$ cat src/rtl/noc_pkg.sv
// -----------------------------------------------------------------------------
// noc_pkg
//   Shared NoC router definitions: flit type encodings, output port indices
//   and the input route controller FSM states. The flit-type helpers keep the
//   head/tail decode in one place so every consumer agrees on it.
// -----------------------------------------------------------------------------
package noc_pkg;

  // Flit type field encodings (top two bits of every flit).
  localparam logic [1:0] FLIT_BODY   = 2'b00;
  localparam logic [1:0] FLIT_HEAD   = 2'b01;
  localparam logic [1:0] FLIT_TAIL   = 2'b10;
  localparam logic [1:0] FLIT_SINGLE = 2'b11;

  // Output port indices inside the one-hot request vector {W,S,E,N,L}.
  localparam int NUM_PORTS = 5;
  localparam int PORT_L    = 0;
  localparam int PORT_N    = 1;
  localparam int PORT_E    = 2;
  localparam int PORT_S    = 3;
  localparam int PORT_W    = 4;

  typedef enum logic [1:0] {
    ST_IDLE     = 2'd0,
    ST_WAIT_GNT = 2'd1,
    ST_FWD      = 2'd2
  } route_state_e;

  // A flit that opens a packet (head or single-flit).
  function automatic logic is_head(input logic [1:0] flit_type);
    return (flit_type == FLIT_HEAD) || (flit_type == FLIT_SINGLE);
  endfunction

  // A flit that closes a packet (tail or single-flit).
  function automatic logic is_tail(input logic [1:0] flit_type);
    return (flit_type == FLIT_TAIL) || (flit_type == FLIT_SINGLE);
  endfunction

  // A flit that cannot start a packet; discarded when no packet is open.
  function automatic logic is_stray(input logic [1:0] flit_type);
    return (flit_type == FLIT_BODY) || (flit_type == FLIT_TAIL);
  endfunction

endpackage

$ cat src/rtl/xy_route_comp.sv
// -----------------------------------------------------------------------------
// xy_route_comp
//   Combinational dimension-ordered (X first, then Y) route computation.
//   Unsigned compare of the destination against this router's coordinates.
//
//   dst_x, dst_y : destination coordinates from the head flit
//   port         : one-hot output port, bit order {W,S,E,N,L}
// -----------------------------------------------------------------------------
module xy_route_comp
  import noc_pkg::*;
#(
  parameter int COORD_BITS = 2,
  parameter int CUR_X      = 0,
  parameter int CUR_Y      = 0
) (
  input  logic [COORD_BITS-1:0] dst_x,
  input  logic [COORD_BITS-1:0] dst_y,
  output logic [NUM_PORTS-1:0]  port
);

  localparam logic [COORD_BITS-1:0] CX = COORD_BITS'(CUR_X);
  localparam logic [COORD_BITS-1:0] CY = COORD_BITS'(CUR_Y);

  always_comb begin
    // NOTE: every combinational output gets a default first, so no path
    // through the block leaves it unassigned and no latch is inferred.
    port = '0;
    if (dst_x > CX)      port[PORT_E] = 1'b1;
    else if (dst_x < CX) port[PORT_W] = 1'b1;
    else if (dst_y > CY) port[PORT_N] = 1'b1;
    else if (dst_y < CY) port[PORT_S] = 1'b1;
    else                 port[PORT_L] = 1'b1;
  end

endmodule

$ cat src/rtl/input_route_ctrl.sv
// -----------------------------------------------------------------------------
// input_route_ctrl
//   Per-input-port controller behind the input FIFO. Decodes the head flit
//   with XY routing, requests the output port from the switch allocator and,
//   once granted, streams the packet over valid/ready until the tail leaves.
//
//   clk, rst   : clock, asynchronous active-high reset
//   fifo_data  : head-of-FIFO flit, valid while fifo_empty=0
//   fifo_empty : FIFO empty flag
//   fifo_read  : combinational pop strobe to the FIFO
//   req        : one-hot output port request {W,S,E,N,L}
//   grant      : allocator grant for this input
//   out_valid, out_ready, out_data : forwarded flit stream
//   pkt_cnt    : packets fully forwarded (wraps)
//   drop_err   : one-cycle pulse when a stray body/tail is discarded
// -----------------------------------------------------------------------------
module input_route_ctrl
  import noc_pkg::*;
#(
  parameter int DATA_WIDTH = 8,
  parameter int COORD_BITS = 2,
  parameter int CUR_X      = 0,
  parameter int CUR_Y      = 0
) (
  input  logic                  clk,
  input  logic                  rst,
  input  logic [DATA_WIDTH-1:0] fifo_data,
  input  logic                  fifo_empty,
  output logic                  fifo_read,
  output logic [NUM_PORTS-1:0]  req,
  input  logic                  grant,
  output logic                  out_valid,
  input  logic                  out_ready,
  output logic [DATA_WIDTH-1:0] out_data,
  output logic [15:0]           pkt_cnt,
  output logic                  drop_err
);

  route_state_e          state, state_nxt;
  logic [NUM_PORTS-1:0]  port_reg;
  logic [NUM_PORTS-1:0]  route_port;
  logic                  latch_route;
  logic                  pkt_done;

  logic [1:0]            flit_type;
  logic [COORD_BITS-1:0] dst_x, dst_y;

  assign flit_type = fifo_data[DATA_WIDTH-1 -: 2];
  assign dst_x     = fifo_data[DATA_WIDTH-3 -: COORD_BITS];
  assign dst_y     = fifo_data[DATA_WIDTH-3-COORD_BITS -: COORD_BITS];
  assign out_data  = fifo_data;

  xy_route_comp #(
    .COORD_BITS (COORD_BITS),
    .CUR_X      (CUR_X),
    .CUR_Y      (CUR_Y)
  ) u_xy_route (
    .dst_x (dst_x),
    .dst_y (dst_y),
    .port  (route_port)
  );

  // NOTE: sequential state uses non-blocking assignments so every register
  // samples pre-edge values regardless of block evaluation order.
  always_ff @(posedge clk or posedge rst) begin
    if (rst) begin
      state    <= ST_IDLE;
      port_reg <= '0;
      pkt_cnt  <= '0;
    end else begin
      state <= state_nxt;
      if (latch_route) port_reg <= route_port;
      if (pkt_done)    pkt_cnt  <= pkt_cnt + 16'd1;
    end
  end

  always_comb begin
    state_nxt   = state;
    req         = '0;
    out_valid   = 1'b0;
    fifo_read   = 1'b0;
    drop_err    = 1'b0;
    latch_route = 1'b0;
    pkt_done    = 1'b0;

    unique case (state)
      ST_IDLE: begin
        // The head stays in the FIFO until it is actually forwarded. Strays
        // are popped, but not while reset is held, so the reset outputs are
        // quiet even with a stray sitting at the FIFO head.
        if (!rst && !fifo_empty) begin
          if (is_head(flit_type)) begin
            latch_route = 1'b1;
            state_nxt   = ST_WAIT_GNT;
          end else if (is_stray(flit_type)) begin
            fifo_read = 1'b1;
            drop_err  = 1'b1;
          end
        end
      end

      ST_WAIT_GNT: begin
        req = port_reg;
        if (grant) state_nxt = ST_FWD;
      end

      ST_FWD: begin
        // The port stays claimed for the whole packet; grant is not rechecked.
        req       = port_reg;
        out_valid = !fifo_empty;
        fifo_read = out_valid && out_ready;
        if (fifo_read && is_tail(flit_type)) begin
          pkt_done  = 1'b1;
          state_nxt = ST_IDLE;
        end
      end

      default: state_nxt = ST_IDLE;
    endcase
  end

endmodule

$ cat config.mk
export PLATFORM = sky130hd
export DESIGN_NAME = input_route_ctrl
export DESIGN_NICKNAME = d
export VERILOG_FILES = /design/src/rtl/noc_pkg.sv /design/src/rtl/xy_route_comp.sv /design/src/rtl/input_route_ctrl.sv
export SDC_FILE = /design/constraint.sdc
export NUM_CORES = 1
export LEC_CHECK = 0
export ABC_AREA = 1
export CORE_UTILIZATION = 45
export DETAILED_ROUTE_END_ITERATION = 16
export GPL_TIMING_DRIVEN = 0
export PLACE_DENSITY = 0.78
export SETUP_SLACK_MARGIN = 0.4
export SYNTH_ARGS = -nofsm -noshare
export SYNTH_HDL_FRONTEND = slang
export SYNTH_HIERARCHICAL = 1
export SYNTH_SLANG_ARGS = --single-unit
$ cat constraint.sdc
create_clock -name clk -period 2.9 [get_ports clk]
set_input_delay 0.58 -clock clk [delete_from_list [all_inputs] [get_ports clk]]
set_output_delay 0.58 -clock clk [all_outputs]
set_load 0.1 [all_outputs]
# == Word-level counts from Yosys, hierarchy flattened ==
# Index checks and enable logic that the tools add are counted.
# totals
ff_bits,23
word_cells,57
in_bits,13
# classes
n_addsub,1
n_lt_le_gt_ge,4
muxes,28
n_eq_ne,9
reduce_logical,12
# op_table
cell,n
1-bit two-way mux,18
16-bit by 1-bit adder with 16-bit output (second input constant),1
2-bit two-way mux,7
2-bit != test (second input constant),4
2-bit == test (second input constant),3
2-bit case mux with 3 select lines,1
5-bit two-way mux,1
2-bit by 1-bit == test with 1-bit output (second input constant),2
2-bit by 1-bit greater-than comparator with 1-bit output (second input constant),2
2-bit zero test,2
2-bit by 1-bit < comparator with 1-bit output (second input constant),2
4-bit AND reduction,1
1-bit logical AND,3
1-bit logical OR,3
1-bit zero test,2
1-bit case mux with 2 select lines,1
2-bit OR reduction,1

# == Logic depth before layout (Yosys ltp) ==
# Gate-level depths: netlist of run 1.
# depth
depth_word,6
ltp_mapped,8
depth_no_buf,8

# == Hierarchy ==
# Netlist of run 1, hierarchy kept.
# modules_own_cells
mod,area_per_inst_um2,instances,cells_per_inst
input_route_ctrl,1382.6,1,179
xy_route_comp,57.6,1,12

# == Worst setup path after synthesis of run 1 ==
# OpenSTA, ideal clock, no wires.
# synth_path
path_kind,input to output
start,input rst
end,output fifo_read
t_arrival_ps,3411
path_stages,3
setup_slack_ps,-1091
n_path_buf,0
path_cell_list,inv_1 nand2_1 o21ai_0
# synth_via
elab_chain_len,4
# synth_rtl
element,line_no,text
"start, declared",input_route_ctrl.sv:26,"input logic rst,"
1-bit zero test,input_route_ctrl.sv:91,if (!rst && !fifo_empty) begin
1-bit logical AND,input_route_ctrl.sv:91,
1-bit two-way mux,input_route_ctrl.sv:91,
1-bit case mux with 2 select lines,input_route_ctrl.sv:86,unique case (state)
"end, declared",input_route_ctrl.sv:29,"output logic fifo_read,"
# No other way between the ends.

# == Worst setup path in the final report of run 1 ==
# layout_path
start,register pkt_cnt[14]
end,output pkt_cnt[14]
# layout_lines
element,line_no,text
"start, declared",input_route_ctrl.sv:35,"output logic [15:0] pkt_cnt,"
"start signal, assigned",input_route_ctrl.sv:73,if (pkt_done) pkt_cnt <= pkt_cnt + 16'd1;
# No word-level cell between the ends.

==> results of run 1 <==
-- what timing repair did --
item,4_1_cts,5_1_grt
setup endpoints to repair,21,15
hold buffers,0,0
pin swaps,0,0
setup buffers,1,0
gates resized for setup,54,23
cloned,1,0
-- power breakdown --
part | internal, mW | switching [mW] | leakage, nW | total, mW
Clock | 0.0515 | 0.0947 | 0.0177 | 0.146
Sequential | 0.375 | 0.0412 | 0.309 | 0.416
Combinational | 0.167 | 0.573 | 0.850 | 0.740
-- tightest hold or removal path, stage by stage (launching register included) --
cell     delay, ns
dfrtp_1       0.37
nand2_1       0.05
nand2_1       0.05
-- metal layers --
metal,up-vias,routed length [µm],track usage
met5,-,0,0
met1,563,1310,0.251
met2,34,1270,0.287
met3,2,128,0.0462
li1,664,-,-
met4,0,18,0.0306
-- cells in the mapped netlist --
cell | count | area, µm²
nand2_1 | 68 | 255
nand3b_1 | 8 | 60.1
inv_1 | 29 | 109
nor2_1 | 10 | 37.5
or2_2 | 1 | 6.26
nand4_1 | 3 | 18.8
nor2_4 | 2 | 22.5
a21oi_1 | 1 | 5.00
inv_2 | 1 | 3.75
nand3_1 | 11 | 55.1
o21ai_0 | 4 | 20.0
xor2_1 | 3 | 26.3
ha_1 | 5 | 62.6
nand2_2 | 1 | 6.26
nor2_2 | 5 | 31.3
xor2_2 | 1 | 16.3
buf_6 | 1 | 11.3
nand4_4 | 1 | 21.3
conb_1 | 1 | 3.75
buf_4 | 10 | 75.1
xnor2_1 | 2 | 17.5
dfrtp_1 | 23 | 576
-- cell families after synthesis --
| kind of cell | Yosys count | share of synthesized area |
|---|---|---|
| flops | 23 | 0.400 |
| simple gates | 110 | 0.357 |
| buf+inv | 41 | 0.138 |
| compound gates | 5 | 0.0174 |
| xor+xnor | 6 | 0.0417 |
| fa+ha+maj | 5 | 0.0434 |
| other cells | 1 | 0.00260 |
-- worst max path at each step --
| stage | slack, ns | end | cells after the start | startpoint |
|---|---|---|---|---|
| finish | 0.46 | pkt_cnt[14] | 1 | pkt_cnt[14]$_DFFE_PP0P_ |
| global route | 0.34 | fifo_read | 6 | state[0]$_DFFE_PP0P_ |
| CTS | 0.26 | fifo_read | 6 | state[0]$_DFFE_PP0P_ |
| detailed placement | -0.75 | fifo_read | 5 | rst |
| global placement | -0.75 | fifo_read | 5 | rst |
| floorplan | 0.58 | fifo_read | 6 | state[0]$_DFFE_PP0P_ |
-- stage by stage --
stage | hold WS [ns] | area [µm²] | utilization
after global placement | 0.459 | 1950 | 0.639
final | 0.490 | 1990 | 0.651
after floorplan | 0.442 | 1470 | -
after global routing | 0.516 | 1990 | 0.651
after CTS | 0.492 | 1990 | 0.651
after detailed placement | 0.462 | 1950 | 0.639
-- cell usage in the layout, fill, tap and decap left out, types with 6 or more instances in the layout --
| cell type | synthesis | layout |
|---|---|---|
| nand2_1 | 68 | 68 |
| inv_1 | 29 | 28 |
| nor2_1 | 10 | 8 |
| clkdlybuf4s15_2 | 0 | 6 |
| dfrtp_1 | 23 | 23 |
| nand3_1 | 11 | 11 |
| dlymetal6s2s_1 | 0 | 7 |
| dlygate4sd2_1 | 0 | 7 |
| clkdlybuf4s50_1 | 0 | 14 |
| buf_4 | 10 | 11 |
| nand3b_1 | 8 | 8 |
-- layout make-up --
| type | instances | area share |
|---|---|---|
| timing repair buffer | 43 | 0.214 |
| sequential | 23 | 0.290 |
| timing repair inverter | 1 | 0.00252 |
| clock inverter | 1 | 0.00252 |
| tap | 44 | 0.0277 |
| multi-input combinational | 128 | 0.350 |
| buffer | 11 | 0.0435 |
| clock buffer | 3 | 0.0113 |
| inverter | 30 | 0.0586 |
==> summary.txt, run 1 <==
Power
  • PD cells: 655 nW/µm²
  • Pleak: 1.18 nW
  • Overall Power: 1.30 mW
  • Peak supply drop: 0.443 mV

Min path
  • Min-Delay Path Class: reg -> reg
  • Min-delay src: port_reg[3]$_DFFE_PP0P_
  • Hold Path Sink: port_reg[3]$_DFFE_PP0P_
  • Hold Path Depth: 2

Worst setup path
  • Reg2reg end: pkt_cnt[8]$_DFFE_PP0P_
  • FF-to-FF Start: state[0]$_DFFE_PP0P_
  • Crit Path Category: reg -> out
  • Flop2flop setup slack: 1.35 ns
  • Crit path buffers/inverters: 1
  • R2R depth: 7
  • Slowest CP cell: clkdlybuf4s50_1
  • CP Launch Type: register
  • Crit path cell chain: clkdlybuf4s50_1
  • CP arrival: 1.86 ns
  • Critical Path RT: 2.32 ns
  • Worst Setup End Kind: output pin
  • Family with the most delay on the worst path: buffers and inverters
  • Crit path largest cell delay: 1.15 ns
  • Maximum fanout along the worst path: 4

Route
  • DR DRC count: 0
  • Total number of vias: 1263
  • Routed WL per cell: 9.60 µm
  • Post-route ant nets: 0
  • Vias per cell: 4.45
  • Initial DRT Pass Iterations: 6
  • Final wirelength: 2730 µm
  • DRT iter0 DRCs: 32

Finish
  • # diodes: 0
  • Area Growth Syn to Fin: 38.0%
  • Share of layout cells above drive strength 1: 0.196
  • Multi-input logic area: 696 µm²
  • Final Non-Filler Cells: 284
  • Sequential Area: 576 µm²
  • Number of flip-flops in the largest register: 16
  • Layout Nets: 259
  • Fillers: 290

Floorplanning
  • Die Area: 3430 µm²
  • Die H: 58.6 µm
  • IO Count: 45
  • Starting Density: 0.472
  • Total core area: 3050 µm²
  • Die X: 58.6 µm
  • Num rows: 20

STA
  • Min Clock Period, post-route: 2.44 ns
  • Setup ws final: 0.460 ns
  • Endpoints failing hold: 0
  • Post-route clock period utilization: 0.841
  • Clock Skews: 0.0119 ns
  • Max_slew headroom: 0.352
  • Least-Margin Pin Slew: 0.970 ns
  • Unrepaired setup endpoints after global routing: yes
  • Max Fclk: 410 MHz
  • Setup Viol. Count Final: 0
  • Final Max Slew Viols: 0
  • TNS Setup: 0 ns

Place
  • Buffers on Ports: 42
  • Placed cells: 278
  • Placed wire-length estimate: 2060 µm
  • GPL Wtd Cong: 0.879
  • DP Worst Slack: -0.746 ns

Logic synthesis
  • Post-synthesis instance total: 191
  • Area of the mapped netlist: 1440 µm²
  • Synth warn: 6
  • Register area share after synthesis: 0.400
  • Syn avg cell area: 7.54 µm²
  • Unique masters post-synth: 22
  • Yosys reg bits: 23

Global route
  • First-pass GRT wire length: 4730 µm
  • Pin count of the biggest net entering global routing: 14
  • Antenna violations before repair: 0
  • Aggregate global-route resource usage: 0.180
  • Vias in the first global route: 1101
  • Remaining Overflow, GRT: 0

Run status
  • Status: finished clean

Clock tree
  • Clock buffer depth: 2
  • Worst-Skew Late Latency: 0.31 ns
  • CTS clk-pin slew, worst paths: 0.12 ns
  • Clk root buf: clkbuf_4
  • CTS buffer count: 3
  • H-tree depth: 1
  • TritonCTS clock tree: built
  • Clk sink count: 23

Flow run
  • Max cap viols: 0
Power figures use the tool's default switching activity.
==> run 2: changes to the inputs <==
==> constraint.sdc (replaced) <==
create_clock -name clk -period 2.42 [get_ports clk]
set_input_delay 0.484 -clock clk [delete_from_list [all_inputs] [get_ports clk]]
set_output_delay 0.484 -clock clk [all_outputs]
set_load 0.1 [all_outputs]
==> summary.txt, run 2 (synthesis results as in run 1) <==
Run status
  • Status: finished clean

Place
  • GPL Wtd Cong: 0.765 (-13%)
  • DP Worst Slack: -1.04 ns (-0.298 ns)
  • Placed cells: 278 (unchanged)
  • Buffers on Ports: 42 (unchanged)
  • Placed wire-length estimate: 2170 µm (+5.2%)

Finish
  • Fillers: 263 (-9.3%)
  • Multi-input logic area: 716 µm² (+2.9%)
  • Final Non-Filler Cells: 293 (+3.2%)
  • # diodes: 0 (unchanged)
  • Number of flip-flops in the largest register: 16 (unchanged)
  • Commonest non-fill, non-tap cell in the layout: nand2_1
  • Share of layout cells above drive strength 1: 0.317 (+0.121)
  • Sequential Area: 576 µm² (unchanged)
  • Most frequent cells in the layout: nand2_1, inv_1, buf_4
  • Area Growth Syn to Fin: 45.0%
  • Layout Nets: 268 (+3.5%)

Worst setup path
  • Critical Path RT: 1.94 ns (-0.38 ns)
  • Crit Path Category: reg -> out
  • FF-to-FF Start: state[0]$_DFFE_PP0P_
  • Maximum fanout along the worst path: 3 (-1)
  • Crit path largest cell delay: 0.43 ns (-0.72 ns)
  • Slowest CP cell: dfrtp_1
  • CP Launch Type: register
  • Family with the most delay on the worst path: flip-flops
  • Worst Setup End Kind: output pin
  • Reg2reg end: pkt_cnt[13]$_DFFE_PP0P_
  • CP arrival: 1.64 ns (-0.22 ns)
  • R2R depth: 8 (+1)
  • CP most frequent cell: inv_2
  • Flop2flop setup slack: 0.89 ns (-0.46 ns)
  • Crit path cell chain: inv_2 -> ha_4 -> inv_2 -> or2_4 -> o21ai_4 -> buf_12
  • Crit path buffers/inverters: 3 (+2)

STA
  • Final Max Slew Viols: 0 (unchanged)
  • Least-Margin Pin Slew: 0.947 ns (-0.0228 ns)
  • Max Fclk: 472 MHz
  • Unrepaired setup endpoints after global routing: yes
  • Post-route clock period utilization: 0.876
  • Min Clock Period, post-route: 2.12 ns
  • Setup ws final: 0.300 ns (-0.159 ns)
  • Setup Viol. Count Final: 0 (unchanged)
  • Endpoints failing hold: 0 (unchanged)
  • Hold WS: 0.390 ns (-0.100 ns)
  • Clock Skews: 0.00413 ns (-0.00780 ns)
  • TNS Setup: 0 ns (unchanged)
  • Max_slew headroom: 0.371 (+0.0197)

Clock tree
  • CTS buffer count: 3 (unchanged)
  • Clk root buf: clkbuf_4
  • CTS clk-pin slew, worst paths: 0.14 ns (+0.02 ns)
  • H-tree depth: 1 (unchanged)
  • Clk sink count: 23 (unchanged)
  • TritonCTS clock tree: built
  • Clock buffer depth: 2 (unchanged)
  • Worst-Skew Late Latency: 0.32 ns (about the same)

Floorplanning
  • Num rows: 20 (unchanged)
  • IO Count: 45 (unchanged)
  • Die X: 58.6 µm (unchanged)
  • Die Area: 3430 µm² (unchanged)
  • Starting Density: 0.472 (unchanged)
  • Die H: 58.6 µm (unchanged)
  • Total core area: 3050 µm² (unchanged)

Route
  • Final wirelength: 3230 µm (+18%)
  • DRT iter0 DRCs: 42 (+31%)
  • Vias per cell: 4.58 (+2.9%)
  • Total number of vias: 1341 (+6.2%)
  • Post-route ant nets: 0 (unchanged)
  • Initial DRT Pass Iterations: 4 (-2)
  • Routed WL per cell: 11.0 µm (+15%)
  • DR DRC count: 0 (unchanged)

Global route
  • First-pass GRT wire length: 5300 µm (+12%)
  • Aggregate global-route resource usage: 0.207 (+0.0269)
  • Antenna violations before repair: 0 (unchanged)
  • Pin count of the biggest net entering global routing: 14 (unchanged)
  • Vias in the first global route: 1216 (+10%)
  • Remaining Overflow, GRT: 0 (unchanged)

Flow run
  • Max cap viols: 0 (unchanged)

Power
  • Pleak: 1.09 nW (-7.6%)
  • Peak supply drop: 0.566 mV (+28%)
  • PD cells: 848 nW/µm² (+29%)

Min path
  • Min-Delay Path Class: in -> async
-- run 2: changes by cell type in the layout (fill, tap and decap cells not counted), moves of 3 or more --
| cell | previous run | this run |
|---|---|---|
| buf_4 | 11 | 24 |
| dlygate4sd2_1 | 7 | 4 |
| clkdlybuf4s15_2 | 6 | 16 |
| inv_1 | 28 | 24 |
| dlymetal6s2s_1 | 7 | 0 |
| buf_2 | 5 | 2 |
| inv_2 | 1 | 5 |
| clkbuf_4 | 3 | 6 |
| clkdlybuf4s50_1 | 14 | 8 |
-- run 2: worst max-delay path by stage --
stage	from	end	slack (ns)	depth (start not counted)
5_1_grt	state[0]$_DFFE_PP0P_	fifo_read	0.23	6
2_1_floorplan	state[0]$_DFFE_PP0P_	fifo_read	0.28	6
3_3_place_gp	rst	fifo_read	-1.01	5
6_report	state[0]$_DFFE_PP0P_	fifo_read	0.30	6
4_1_cts	state[1]$_DFFE_PP0P_	fifo_read	0.34	6
3_5_place_dp	rst	fifo_read	-1.04	5
-- run 2: layout make-up --
class	count	area share
timing repair inverter	1	0.00240
timing repair buffer	52	0.243
clock inverter	1	0.00240
tap	44	0.0264
inverter	30	0.0557
buffer	11	0.0413
sequential	23	0.276
multi-input combinational	128	0.343
clock buffer	3	0.0108
-- run 2: layer usage --
layer	global-route usage	share of wire	vias up
met4	0.0816	0.020	0
met1	0.250	0.46	613
met3	0.0374	0.037	8
met5	0	0	-
li1	-	-	686
met2	0.365	0.49	34
-- run 2: repair_timing --
action | 4_1_cts | 5_1_grt
setup buffers | 6 | 4
cloned | 1 | 0
hold buffers | 0 | 0
gates resized for setup | 143 | 6
setup endpoints to repair | 32 | 8
pin swaps | 4 | 4
-- run 2: worst min-delay path, delay by kind of cell --
kind	cells	cell delay [ns]
buffers and inverters	3	0.60
-- run 2: power breakdown --
group          switching (mW)  internal (mW)  total (mW)
Sequential             0.0508          0.449       0.500
Combinational           0.750          0.331        1.08
Clock                   0.128         0.0620       0.190
Total                   0.929          0.842        1.77
-- run 2: through the flow --
stage / total power, mW / util / area (µm²)
floorplan: 1.23 / - / 1480
global placement: 1.42 / 0.640 / 1950
detailed placement: 1.43 / 0.640 / 1950
CTS: 1.69 / 0.668 / 2040
global route: 1.86 / 0.684 / 2090
finish: 1.77 / 0.684 / 2090
